[src/rtl/axis_i2c_byte.sv]
// rtl/axis_i2c_byte.sv - byte-level I2C master sequencer feeding the I2C symbol PHY
module axis_i2c_byte #(
  parameter bit STOP_ON_NACK = 1'b0
) (
  input  logic        clk,
  input  logic        rst,
  input  logic        s_cmd_valid,
  output logic        s_cmd_ready,
  input  logic [12:0] s_cmd_data,
  output logic        m_phy_valid,
  input  logic        m_phy_ready,
  output logic [2:0]  m_phy_data,
  input  logic        s_rx_valid,
  input  logic        s_rx_data,
  input  logic        s_rx_user,
  output logic        m_rsp_valid,
  input  logic        m_rsp_ready,
  output logic [7:0]  m_rsp_data,
  output logic        m_rsp_ack,
  output logic        m_rsp_err,
  output logic        bus_busy
);

  localparam logic [2:0] SYM_D0    = 3'd0;
  localparam logic [2:0] SYM_D1    = 3'd1;
  localparam logic [2:0] SYM_START = 3'd2;
  localparam logic [2:0] SYM_STOP  = 3'd3;
  localparam logic [2:0] SYM_ACK   = 3'd4;
  localparam logic [2:0] SYM_RX    = 3'd5;
  localparam logic [2:0] SYM_RS    = 3'd6;

  typedef enum logic [2:0] {
    ST_IDLE,
    ST_RS,
    ST_START,
    ST_BITS,
    ST_ACKS,
    ST_STOP,
    ST_RSP
  } state_t;

  state_t     state;
  state_t     next_state;

  logic       cmd_nodata;
  logic       cmd_start;
  logic       cmd_stop;
  logic       cmd_read;
  logic       cmd_nack;
  logic [7:0] wr_byte;
  logic [7:0] rx_byte;
  logic [2:0] bit_cnt;
  logic       ack_bit;
  logic       err_bit;

  logic       cmd_fire;
  logic       cmd_err;
  logic       ack_now;
  logic       stop_after_ack;

  // A data command on an idle bus without START has no bus to talk on.
  assign cmd_fire = (state == ST_IDLE) && s_cmd_valid && !rst;
  assign cmd_err  = !s_cmd_data[11] && !bus_busy && !s_cmd_data[12];

  // The slave's ack bit arrives with the ACK symbol's ready pulse, so use it directly.
  assign ack_now        = (s_rx_valid && s_rx_user) ? s_rx_data : ack_bit;
  assign stop_after_ack = cmd_stop || (STOP_ON_NACK && !cmd_read && ack_now);

  assign m_rsp_data = err_bit ? 8'h00 : (cmd_read ? rx_byte : wr_byte);
  assign m_rsp_ack  = ack_bit;
  assign m_rsp_err  = err_bit;

  // State register.
  always_ff @(posedge clk) begin
    if (rst) state <= ST_IDLE;
    else     state <= next_state;
  end

  // Next-state decode and symbol/handshake outputs.
  always_comb begin
    next_state  = state;
    s_cmd_ready = 1'b0;
    m_phy_valid = 1'b0;
    m_phy_data  = SYM_D0;
    m_rsp_valid = 1'b0;
    case (state)
      ST_IDLE: begin
        s_cmd_ready = !rst;
        if (cmd_fire) begin
          if (cmd_err)                        next_state = ST_RSP;
          else if (s_cmd_data[11] && bus_busy) next_state = ST_RS;
          else if (s_cmd_data[11])            next_state = ST_START;
          else if (s_cmd_data[12])            next_state = s_cmd_data[10] ? ST_STOP : ST_RSP;
          else                                next_state = ST_BITS;
        end
      end
      ST_RS: begin
        m_phy_valid = 1'b1;
        m_phy_data  = SYM_RS;
        if (m_phy_ready) next_state = ST_START;
      end
      ST_START: begin
        m_phy_valid = 1'b1;
        m_phy_data  = SYM_START;
        if (m_phy_ready) begin
          if (cmd_nodata) next_state = cmd_stop ? ST_STOP : ST_RSP;
          else            next_state = ST_BITS;
        end
      end
      ST_BITS: begin
        m_phy_valid = 1'b1;
        m_phy_data  = cmd_read ? SYM_RX : {2'b00, wr_byte[~bit_cnt]};
        if (m_phy_ready && (bit_cnt == 3'd7)) next_state = ST_ACKS;
      end
      ST_ACKS: begin
        m_phy_valid = 1'b1;
        if (cmd_read) m_phy_data = cmd_nack ? SYM_D1 : SYM_D0;
        else          m_phy_data = SYM_ACK;
        if (m_phy_ready) next_state = stop_after_ack ? ST_STOP : ST_RSP;
      end
      ST_STOP: begin
        m_phy_valid = 1'b1;
        m_phy_data  = SYM_STOP;
        if (m_phy_ready) next_state = ST_RSP;
      end
      ST_RSP: begin
        m_rsp_valid = 1'b1;
        if (m_rsp_ready) next_state = ST_IDLE;
      end
      default: next_state = ST_IDLE;
    endcase
  end

  // Command latch, bit counter, receive shifter, ack/err capture and bus ownership.
  always_ff @(posedge clk) begin
    if (rst) begin
      cmd_nodata <= 1'b0;
      cmd_start  <= 1'b0;
      cmd_stop   <= 1'b0;
      cmd_read   <= 1'b0;
      cmd_nack   <= 1'b0;
      wr_byte    <= 8'h00;
      rx_byte    <= 8'h00;
      bit_cnt    <= 3'd0;
      ack_bit    <= 1'b0;
      err_bit    <= 1'b0;
      bus_busy   <= 1'b0;
    end else begin
      if (cmd_fire) begin
        cmd_nodata <= s_cmd_data[12];
        cmd_start  <= s_cmd_data[11];
        cmd_stop   <= s_cmd_data[10];
        cmd_read   <= s_cmd_data[9];
        cmd_nack   <= s_cmd_data[8];
        wr_byte    <= s_cmd_data[7:0];
        rx_byte    <= 8'h00;
        bit_cnt    <= 3'd0;
        ack_bit    <= cmd_err;
        err_bit    <= cmd_err;
      end
      if ((state == ST_START) && m_phy_ready) bus_busy <= 1'b1;
      if ((state == ST_STOP) && m_phy_ready)  bus_busy <= 1'b0;
      if (state == ST_BITS) begin
        if (s_rx_valid && !s_rx_user) rx_byte <= {rx_byte[6:0], s_rx_data};
        if (m_phy_ready)              bit_cnt <= bit_cnt + 3'd1;
      end
      if (state == ST_ACKS) begin
        if (cmd_read)                      ack_bit <= cmd_nack;
        else if (s_rx_valid && s_rx_user)  ack_bit <= s_rx_data;
      end
    end
  end

endmodule

[config.mk]
export PLATFORM = sky130hd
export DESIGN_NAME = axis_i2c_byte
export DESIGN_NICKNAME = d
export VERILOG_FILES = /design/src/rtl/axis_i2c_byte.sv
export SDC_FILE = /design/constraint.sdc
export NUM_CORES = 1
export LEC_CHECK = 0
export ABC_AREA = 1
export CORE_UTILIZATION = 53
export CTS_CLUSTER_SIZE = 40
export DETAILED_ROUTE_END_ITERATION = 8
export MAX_ROUTING_LAYER = met4
export PLACE_DENSITY = 0.93
export SLEW_MARGIN = 20
export SYNTH_ARGS = -nofsm -noshare
export SYNTH_HDL_FRONTEND = slang
export SYNTH_SLANG_ARGS = --single-unit
[constraint.sdc]
create_clock -name clk -period 2.9 [get_ports clk]
set_input_delay 0.58 -clock clk [delete_from_list [all_inputs] [get_ports clk]]
set_output_delay 0.58 -clock clk [all_outputs]
set_load 0.03 [all_outputs]
==> results.ini, run 1 <==
[worst_setup_path]
worstSetupPathType = reg2out
cp.required_ps = 2320
path_cells = inv_1 -> a211oi_1 -> clkdlybuf4s50_1
max_stage_delay_ps = 710
cp-start-kind = register
crit_path_end_kind = output port
crit_arrival_ps = 2090
cp_max_fo = 15
cp_slowest_cell = clkdlybuf4s50_1

[logic_synthesis]
synth_top_area_share_pct = 36.48
netlist_area_um2 = 1592
syn_area_per_cell_um2 = 6.801
synth_largest_area_cell = dfxtp_1
synthArstFlopShare_pct = 0
synth_common_cells = nand2_1 (56), dfxtp_1 (29), a21oi_1 (24)
synth.most_common_cell = nand2_1
synth_flop_cell = dfxtp_1
synthTopCellsByArea = dfxtp_1 (36%), nand2_1 (13%), a21oi_1 (7.5%), o21ai_0 (6.0%), inv_1 (5.2%)
synth-seq-area-share_pct = 36.48
netlist_instances = 234
syn_nets = 257
ys_ff_latch = 29
yosys_warnings = 0
ys_types = 27
synth_edf_count = 0

[clocking]
htreeDepth = 2
clock_path_buffers = 2
holdBufCountCts = 0
cts_resized = 0
clock_latency_ps = 330
clk_pin_slew_ps = 100
cts_buffers = 5
clock_sinks = 29
cts_tree = yes
post_cts.repair.setup_buffers = 0
cts_root_buf = clkbuf_4

[sta]
final-hold-violation-count = 0
clock_skew_ps = 6.510
slew_headroom_pct = 68.80
fmax_mhz = 374.6
period_needed_ps = 2669
tightest_slew_ps = 464.4
fin_tns_setup_ps = 0
setup_viol_count_final = 0
post-route-period-util_pct = 92.05
maxSlewViolCount = 0
whs_ps = 480.1
setup_slack_ps = 230.6
rsz0062_at_grt = false

[die]
die-width_um = 56.80
rows = 19
coreArea_um2 = 2805
die_area_um2 = 3226
pin_count = 38
die_h_um = 56.80
initial_utilization_pct = 56.74

[global_routing]
grt_pass1_wl_um = 6361
grtUsageTotal_pct = 26.52
grt_max_degree = 18
grt_pass1_vias = 1419
grt_antenna_before_repair = 0
gr-total-overflow = 0

[pwr]
swShare_pct = 44.69
power_switching_uw = 677.7
power_frac_seq_pct = 34.7
pwr-share-clk_pct = 16.2
power.density_nw_per_um2 = 745.9
p_int_uw = 838.8
ir_drop_mv = 0.4564
total_power_mw = 1.516
p_leak_nw = 0.8940
p_comb_share_pct = 49.1

[cells_and_area]
drive_above_1_share_pct = 10.58
fin_cells = 305
fin_area_um2 = 2033
layout.nets = 296
n_antenna_cell = 0
fill_cells = 252
final_util_pct = 72.48
area_growth_pct = 27.75

[placed_design]
port_buffers = 37
dp_hpwl_um = 2895
pre_cts_ws_ps = 588.9
gp_congestion = 0.8449
placedInstanceArea_um2 = 1978
placedCellCount = 297

[job]
cap_violations = 0

[outcome]
status = finished, violations left
violations = DRC

[route]
dr_total_vias = 1670
ant_nets = 0
first_pass_iters = 6
drt_iter0_drc = 97
viasPerCell = 5.475
post-route-drc-count = 6
wl_um = 3850
wire_per_inst_um = 12.62

[min_path]
min_path_type = reg2reg

registers in the layout, indices dropped and copies added (netlist names):
name	cells
bit_cnt	3
m_rsp_err	1
wr_byte	8
rx_byte	8
cmd_nodata	1
cmd_read	1
cmd_stop	1
cmd_nack	1
m_rsp_ack	1
bus_busy	1
state	3
cell families after synthesis:
group                      count (synthesis)  share of synthesized area, %
buffers and inverters                     35                         9.276
AOI/OAI and AO/OA                         59                         20.75
DFF                                       29                         36.48
and+or+nand+nor                          109                         31.92
adders and majority gates                  2                         1.572
power by group through the flow:
stage          Combinational, mW  Sequential, mW  Clock (mW)
6_report                   0.745           0.526       0.246
2_1_floorplan              0.503           0.521           0
3_5_place_dp               0.741           0.532           0
3_3_place_gp               0.733           0.532           0
4_1_cts                    0.744           0.524       0.248
5_1_grt                    0.815           0.532       0.271
metal layers:
layer | GRT usage, % | vias to the layer above | share of wire, %
met5 | - | - | 0
met4 | 9.408 | 0 | 1.4
met3 | 5.760 | 6 | 6.9
met2 | 41.67 | 68 | 48
met1 | 33.67 | 746 | 44
li1 | - | 850 | -
final cells by class:
| cell class | instances | area [um^2] | share of cell area (%) |
|---|---|---|---|
| Multi-Input combinational cell | 170 | 863.3 | 42.46 |
| Tap cell | 31 | 38.79 | 1.908 |
| Sequential cell | 29 | 580.6 | 28.55 |
| Clock inverter | 3 | 17.52 | 0.8615 |
| Clock buffer | 5 | 37.54 | 1.846 |
| Timing Repair Buffer | 41 | 397.9 | 19.57 |
| Inverter | 26 | 97.59 | 4.800 |
worst max-delay path: cells and delay by family (launching register included):
| kind | cells | cell delay (ps) |
|---|---|---|
| buffers and inverters | 2 | 970 |
| DFF | 1 | 470 |
| AOI/OAI and AO/OA | 1 | 320 |
placed cells by master, fill, tap and decap left out, types with 2 or more instances in the layout:
cell type	n
nor2_4	2
nand2_1	56
nand3_1	15
inv_2	4
nor3_1	3
clkdlybuf4s50_1	36
o21ai_0	19
nand3_2	2
dfxtp_1	29
o211ai_1	4
nand2_2	2
buf_4	5
a211oi_1	7
ha_1	2
clkbuf_4	5
a21oi_1	24
o21ai_1	3
nand3b_1	3
clkinv_2	2
inv_1	22
nor2_1	21
nor2_2	2
path summary, 6_finish.rpt:
check | slack, ps | to | cells past startpoint | startpoint
worst max register to register | 1300 | state[0]$_SDFFE_PP0P_ | 9 | bit_cnt[0]$_SDFF_PP0_
worst min register to register | 480 | rx_byte[7]$_SDFF_PP0_ | 2 | rx_byte[7]$_SDFF_PP0_
worst max-delay path | 230 | m_rsp_data[0] | 3 | cmd_read$_SDFFE_PP0P_
worst min-delay path | 480 | rx_byte[7]$_SDFF_PP0_ | 2 | rx_byte[7]$_SDFF_PP0_
Note: power is estimated with default switching activity, not from simulation.
==> run 2: changes to the inputs <==
--- a/config.mk
+++ b/config.mk
@@ -9,7 +9,7 @@
 export CORE_UTILIZATION = 53
 export CTS_CLUSTER_SIZE = 40
 export DETAILED_ROUTE_END_ITERATION = 8
-export MAX_ROUTING_LAYER = met4
+export GPL_TIMING_DRIVEN = 0
 export PLACE_DENSITY = 0.93
 export SLEW_MARGIN = 20
 export SYNTH_ARGS = -nofsm -noshare
==> run 2 against run 1 <==
Largest power group unchanged. Fmax down 5.4%. Clock-buffer cell count grew 2. Register-to-register slack better by 30 ps. Global-route usage rose by 2.0 points. The run still ends with DRC left. Wire length rose by 7.0%. Clock power up 4%.
==> results.ini, run 2 (synthesis gave the netlist of run 1 again) <==
[pwr]
p_comb_share_pct = 49.7  ; +0.6 points
total_power_mw = 1.545  ; +1.9%
pwr-share-clk_pct = 16.6  ; +0.4 points
power_switching_uw = 679.5  ; +0.26%
ir_drop_mv = 0.5371  ; +18%
p_leak_nw = 0.9315  ; +4.2%
swShare_pct = 43.97  ; -0.72 points
power_frac_seq_pct = 33.7  ; -1.0 points
power.density_nw_per_um2 = 749.4  ; +0.48%
p_int_uw = 865.8  ; +3.2%

[route]
drt_iter0_drc = 102  ; +5.2%
wire_per_inst_um = 13.33  ; +5.6%
ant_nets = 0  ; unchanged
viasPerCell = 5.641  ; +3.0%
first_pass_iters = 6  ; unchanged
wl_um = 4118  ; +7.0%
post-route-drc-count = 6  ; unchanged
dr_total_vias = 1743  ; +4.4%

[sta]
setup_viol_count_final = 0  ; unchanged
slew_headroom_pct = 69.58  ; +0.78 points
post-route-period-util_pct = 97.31  ; +5.3 points
clock_skew_ps = 9.131  ; +2.621 ps
fmax_mhz = 354.3  ; -5.4%
setup_slack_ps = 77.88  ; -152.7 ps
rsz0062_at_grt = false
tightest_slew_ps = 452.8  ; -11.55 ps
whs_ps = 479.5  ; -0.6180 ps
fin_tns_setup_ps = 0  ; unchanged
final-hold-violation-count = 0  ; unchanged
maxSlewViolCount = 0  ; unchanged
period_needed_ps = 2822  ; +152.7 ps

[global_routing]
grt_max_degree = 11  ; -7
gr-total-overflow = 0  ; unchanged
grt_antenna_before_repair = 0  ; unchanged
grt_pass1_wl_um = 7058  ; +11%
grtUsageTotal_pct = 28.51  ; +2.0 points
grt_pass1_vias = 1621  ; +14%

[cells_and_area]
fill_cells = 226  ; -10%
layout.nets = 301  ; +1.7%
area_growth_pct = 29.56
n_antenna_cell = 0  ; unchanged
drive_above_1_share_pct = 9.712  ; -0.87 points
reg_top3 = rx_byte x8, wr_byte x8
layout_commonest_cell = nand2_1
mostFrequentLayoutCells = nand2_1 (56), clkdlybuf4s50_1 (35), dfxtp_1 (29), a21oi_1 (24), inv_1 (22)

[die]
pin_count = 38  ; unchanged
coreArea_um2 = 2805  ; unchanged
die_area_um2 = 3226  ; unchanged
die-width_um = 56.80  ; unchanged
initial_utilization_pct = 56.74  ; unchanged
die_h_um = 56.80  ; unchanged
rows = 19  ; unchanged

[worst_setup_path]
worstSetupPathType = in2out
cp_slowest_cell = clkdlybuf4s50_1
crit_path_end_kind = output port
path_cells = clkdlybuf4s50_1 -> inv_1 -> nand3_2 -> inv_1 -> clkdlybuf4s50_1
max_stage_delay_ps = 660  ; -50 ps
cp.required_ps = 2320  ; about the same
cp_max_fo = 9  ; -6
crit_arrival_ps = 2240  ; +150 ps
cp-start-kind = input port

[job]
cap_violations = 0  ; unchanged

[placed_design]
gp_congestion = 0.9260  ; +9.6%
pre_cts_ws_ps = 77.97  ; -510.9 ps
dp_hpwl_um = 3089  ; +6.7%
port_buffers = 37  ; unchanged

[clocking]
cts_tree = yes
clock_latency_ps = 330  ; about the same
cts_buffers = 5  ; unchanged
clock_path_buffers = 2  ; unchanged
clock_sinks = 29  ; unchanged
cts_root_buf = clkbuf_4
clk_pin_slew_ps = 90  ; about the same
htreeDepth = 2  ; unchanged
holdBufCountCts = 0  ; unchanged

[outcome]
violations = DRC
status = finished, violations left

[min_path]
min_path_type = reg2reg

==> run 2: changes by cell type in the layout (fill, tap and decap cells not counted) <==
cell,before,now
clkbuf_1,0,5
clkbuf_8,0,1
clkbuf_2,0,1
dlymetal6s2s_1,0,2
buf_2,0,1
clkinv_2,2,0
clkdlybuf4s50_1,36,35
buf_4,5,2
buf_6,0,1
clkinvlp_4,1,0
==> run 2: power groups by stage <==
| stage | Combinational (mW) | Clock (mW) | Sequential (mW) |
|---|---|---|---|
| 6_report | 0.767 | 0.257 | 0.521 |
| 5_1_grt | 0.840 | 0.272 | 0.528 |
| 3_3_place_gp | 0.748 | 0 | 0.525 |
| 4_1_cts | 0.766 | 0.260 | 0.518 |
| 2_1_floorplan | 0.503 | 0 | 0.521 |
| 3_5_place_dp | 0.759 | 0 | 0.527 |
==> run 2: repair_timing <==
item,CTS,global route
setup endpoints to repair,0,5
buffers inserted,0,0
gates resized for setup,0,4
==> run 2: stage by stage <==
| step | util [%] | instance area [um^2] | cells |
|---|---|---|---|
| 3_5_place_dp | 71.32 | 2001 | 302 |
| 6_report | 73.51 | 2062 | 309 |
| 5_1_grt | 73.51 | 2062 | 309 |
| 3_3_place_gp | 71.32 | 2001 | 302 |
| 2_1_floorplan | - | 1592 | 234 |
| 4_1_cts | 73.28 | 2056 | 309 |
==> run 2: final timing paths <==
check | slack (ps) | from | depth (start not counted) | endpoint
max | 80 | rst | 5 | s_cmd_ready
min | 480 | rx_byte[7]$_SDFF_PP0_ | 2 | rx_byte[7]$_SDFF_PP0_
max reg2reg | 1330 | bit_cnt[1]$_SDFF_PP0_ | 9 | state[0]$_SDFFE_PP0P_
min reg2reg | 480 | rx_byte[7]$_SDFF_PP0_ | 2 | rx_byte[7]$_SDFF_PP0_
==> run 2: routing by layer <==
metal	up-vias	routed length, um	GRT usage, %
li1	866	-	-
met1	787	1758	35.38
met5	-	0	0
met2	77	1922	46.09
met3	13	319	6.221
met4	0	117	14.98
==> run 2: critical path, delay by kind of cell <==
family | cells | cell delay (ps)
buffers and inverters | 4 | 1510
AND/OR/NAND/NOR | 1 | 140
==> run 2: cell type report <==
cell class,instances,area [um^2],area share (%)
flip-flops and latches,29,580.6,28.16
clock buffers,7,55.05,2.670
plain buffers,9,51.30,2.488
inverters,26,97.59,4.733
multi-input cells,170,863.3,41.87
well taps,31,38.79,1.881
repair buffers,37,375.4,18.20
==> run 3: changes to the inputs <==
--- a/config.mk
+++ b/config.mk
@@ -5,12 +5,12 @@
 export SDC_FILE = /design/constraint.sdc
 export NUM_CORES = 1
 export LEC_CHECK = 0
-export ABC_AREA = 1
-export CORE_UTILIZATION = 53
+export CAP_MARGIN = 5
+export CORE_UTILIZATION = 35
 export CTS_CLUSTER_SIZE = 40
 export DETAILED_ROUTE_END_ITERATION = 8
 export GPL_TIMING_DRIVEN = 0
-export PLACE_DENSITY = 0.93
+export PLACE_DENSITY = 0.69
 export SLEW_MARGIN = 20
 export SYNTH_ARGS = -nofsm -noshare
 export SYNTH_HDL_FRONTEND = slang
==> run 3 against run 2 <==
The run now ends clean. Sequential share of layout area is 0.58 points lower. First-iteration DRC count is 20% lower. Combinational power is 15% higher. Critical endpoint is now m_phy_data[0]. Register-to-register slack lost 60 ps.
==> results.ini, run 3 <==
[route]
drt_iter0_drc = 82  ; -20%
post-route-drc-count = 0  ; -6
wire_per_inst_um = 13.46  ; +0.97%
dr_total_vias = 1521  ; -13%
viasPerCell = 5.173  ; -8.3%
ant_nets = 0  ; unchanged
wl_um = 3956  ; -3.9%
first_pass_iters = 4  ; -2

[job]
cap_violations = 0  ; unchanged

[sta]
setup_viol_count_final = 0  ; unchanged
rsz0062_at_grt = false
slew_headroom_pct = 64.09  ; -5.5 points
final-hold-violation-count = 0  ; unchanged
maxSlewViolCount = 0  ; unchanged
period_needed_ps = 2784  ; -38.39 ps
tightest_slew_ps = 537.5  ; +84.65 ps
fmax_mhz = 359.2  ; +1.4%
setup_slack_ps = 116.3  ; +38.39 ps
post-route-period-util_pct = 95.99  ; -1.3 points
clock_skew_ps = 6.076  ; -3.055 ps

[worst_setup_path]
cp_max_fo = 4  ; -5
r2r_slack_ps = 1270  ; -60 ps
worstSetupPathType = reg2out
cp-start-kind = register
crit_arrival_ps = 2200  ; -40 ps
crit_path_end_kind = output port
rr_worst_depth = 5  ; -4
cp.required_ps = 2320  ; about the same

[outcome]
status = finished, final reports clean

[pwr]
ir_drop_mv = 0.3130  ; -42%
p_leak_nw = 0.8454  ; -9.2%
power.density_nw_per_um2 = 826.8  ; +10%
total_power_mw = 1.744  ; +13%

[clocking]
clock_path_buffers = 2  ; unchanged
clock_sinks = 29  ; unchanged
cts_root_buf = clkbuf_8
clk_pin_slew_ps = 60  ; -30 ps
htreeDepth = 2  ; unchanged
holdBufCountCts = 0  ; unchanged
clock_latency_ps = 280  ; -50 ps
cts_buffers = 5  ; unchanged
cts_tree = yes

[logic_synthesis]
netlist_area_um2 = 1594  ; +0.16%
synthArstFlopShare_pct = 0  ; unchanged
netlist_instances = 198  ; -15%
synth_edf_count = 0  ; unchanged
ys_types = 38  ; +41%
synth_top_area_share_pct = 36.42  ; -0.057 points
synthTopCellsByArea = dfxtp_1 (36%), nand2_1 (9.7%), mux2i_1 (8.2%), nor2_1 (5.4%), nand3_1 (4.4%)
synth.most_common_cell = nand2_1
synth-seq-area-share_pct = 36.42  ; -0.057 points
synth_flop_cell = dfxtp_1
syn_nets = 221  ; -14%
syn_area_per_cell_um2 = 8.051  ; +18%
synth_largest_area_cell = dfxtp_1
yosys_warnings = 0  ; unchanged
synth_common_cells = nand2_1 (41), dfxtp_1 (29), nor2_1 (23)
ys_ff_latch = 29  ; unchanged

[cells_and_area]
reg_top3 = rx_byte x8, wr_byte x8
area_growth_pct = 32.34
n_antenna_cell = 0  ; unchanged
layout.nets = 264  ; -12%
drive_above_1_share_pct = 8.264  ; -1.4 points
layout_commonest_cell = nand2_1
mostFrequentLayoutCells = nand2_1 (41), clkdlybuf4s50_1 (36), dfxtp_1 (28), nor2_1 (23), nand3_1 (14)

[global_routing]
grt_max_degree = 13  ; +2
grt_pass1_vias = 1469  ; -9.4%
grt_antenna_before_repair = 0  ; unchanged
grt_pass1_wl_um = 6679  ; -5.4%
gr-total-overflow = 0  ; unchanged
grtUsageTotal_pct = 17.51  ; -11 points

[die]
initial_utilization_pct = 36.61  ; -20 points
coreArea_um2 = 4354  ; +55%
rows = 24  ; +5
pin_count = 38  ; unchanged
die_area_um2 = 4828  ; +50%
die-width_um = 69.49  ; +22%
die_h_um = 69.49  ; +22%

[min_path]
min_path_type = reg2reg
holdPathStages = 2  ; unchanged

[placed_design]
dp_hpwl_um = 3019  ; -2.3%
pre_cts_ws_ps = -295.2  ; -373.2 ps
gp_congestion = 0.8432  ; -8.9%
port_buffers = 37  ; unchanged

[run 3: area by class of cell]
class | count | area, um^2
Inverter | 4 | 15.01
Timing Repair Buffer | 37 | 369.1
Clock inverter | 2 | 10.01
Clock buffer | 6 | 72.57
Fill cell | 438 | 2245
Tap cell | 52 | 65.06
Buffer | 12 | 66.31
Multi-Input combinational cell | 152 | 929.6
Sequential cell | 29 | 581.8
[run 3: repair_timing]
item,4_1_cts,5_1_grt
endpoints found under the setup margin,1,1
buffers inserted,0,0
resized for setup,2,1
[run 3: cell families (layout without fill, tap and decap cells)]
logic type	after synthesis	after routing	share of synthesized area, %
and+or+nand+nor	96	96	27.39
DFF	29	29	36.42
AOI/OAI and AO/OA	38	38	17.43
buffers and inverters	17	61	5.259
adders and majority gates	2	2	1.570
muxes	16	16	11.93
[run 3: routing by layer]
layer	share of wire, %	global-route usage [%]	wire [um]
met5	0	0	0
met4	1.4	5.896	56
met3	6.0	5.233	237
met2	46	27.08	1810
met1	47	23.22	1852
[run 3: power by group]
part,switching (mW),internal (mW)
Sequential,0.0765,0.471
Clock,0.151,0.166
Combinational,0.494,0.387
[run 3: stage by stage]
step	area [um^2]	cells	util [%]	setup TNS, ps	hold slack (ps)
after floorplan	1594	198	-	0	443.1
after global placement	2029	287	46.61	-308.7	462.0
after detailed placement	2029	287	46.61	-295.2	470.4
after CTS	2108	294	48.42	0	479.6
after global routing	2110	294	48.45	0	501.0
final	2110	294	48.45	0	481.0
[run 3: critical path, stage by stage, from the launching register on]
cell and delay [ps]:
dfxtp_2 400, mux4_2 510, mux2i_1 140, o21ai_0 90, a22o_1 200, clkdlybuf4s50_1 590
[run 3: path summary, 6_finish.rpt]
path,startpoint,to
worst max register to register,bit_cnt[1]$_SDFF_PP0_,state[0]$_SDFFE_PP0P_
worst min-delay path,cmd_stop$_SDFFE_PP0P_,cmd_stop$_SDFFE_PP0P_
worst min register to register,cmd_stop$_SDFFE_PP0P_,cmd_stop$_SDFFE_PP0P_
worst max-delay path,bit_cnt[0]$_SDFF_PP0_,m_phy_data[0]
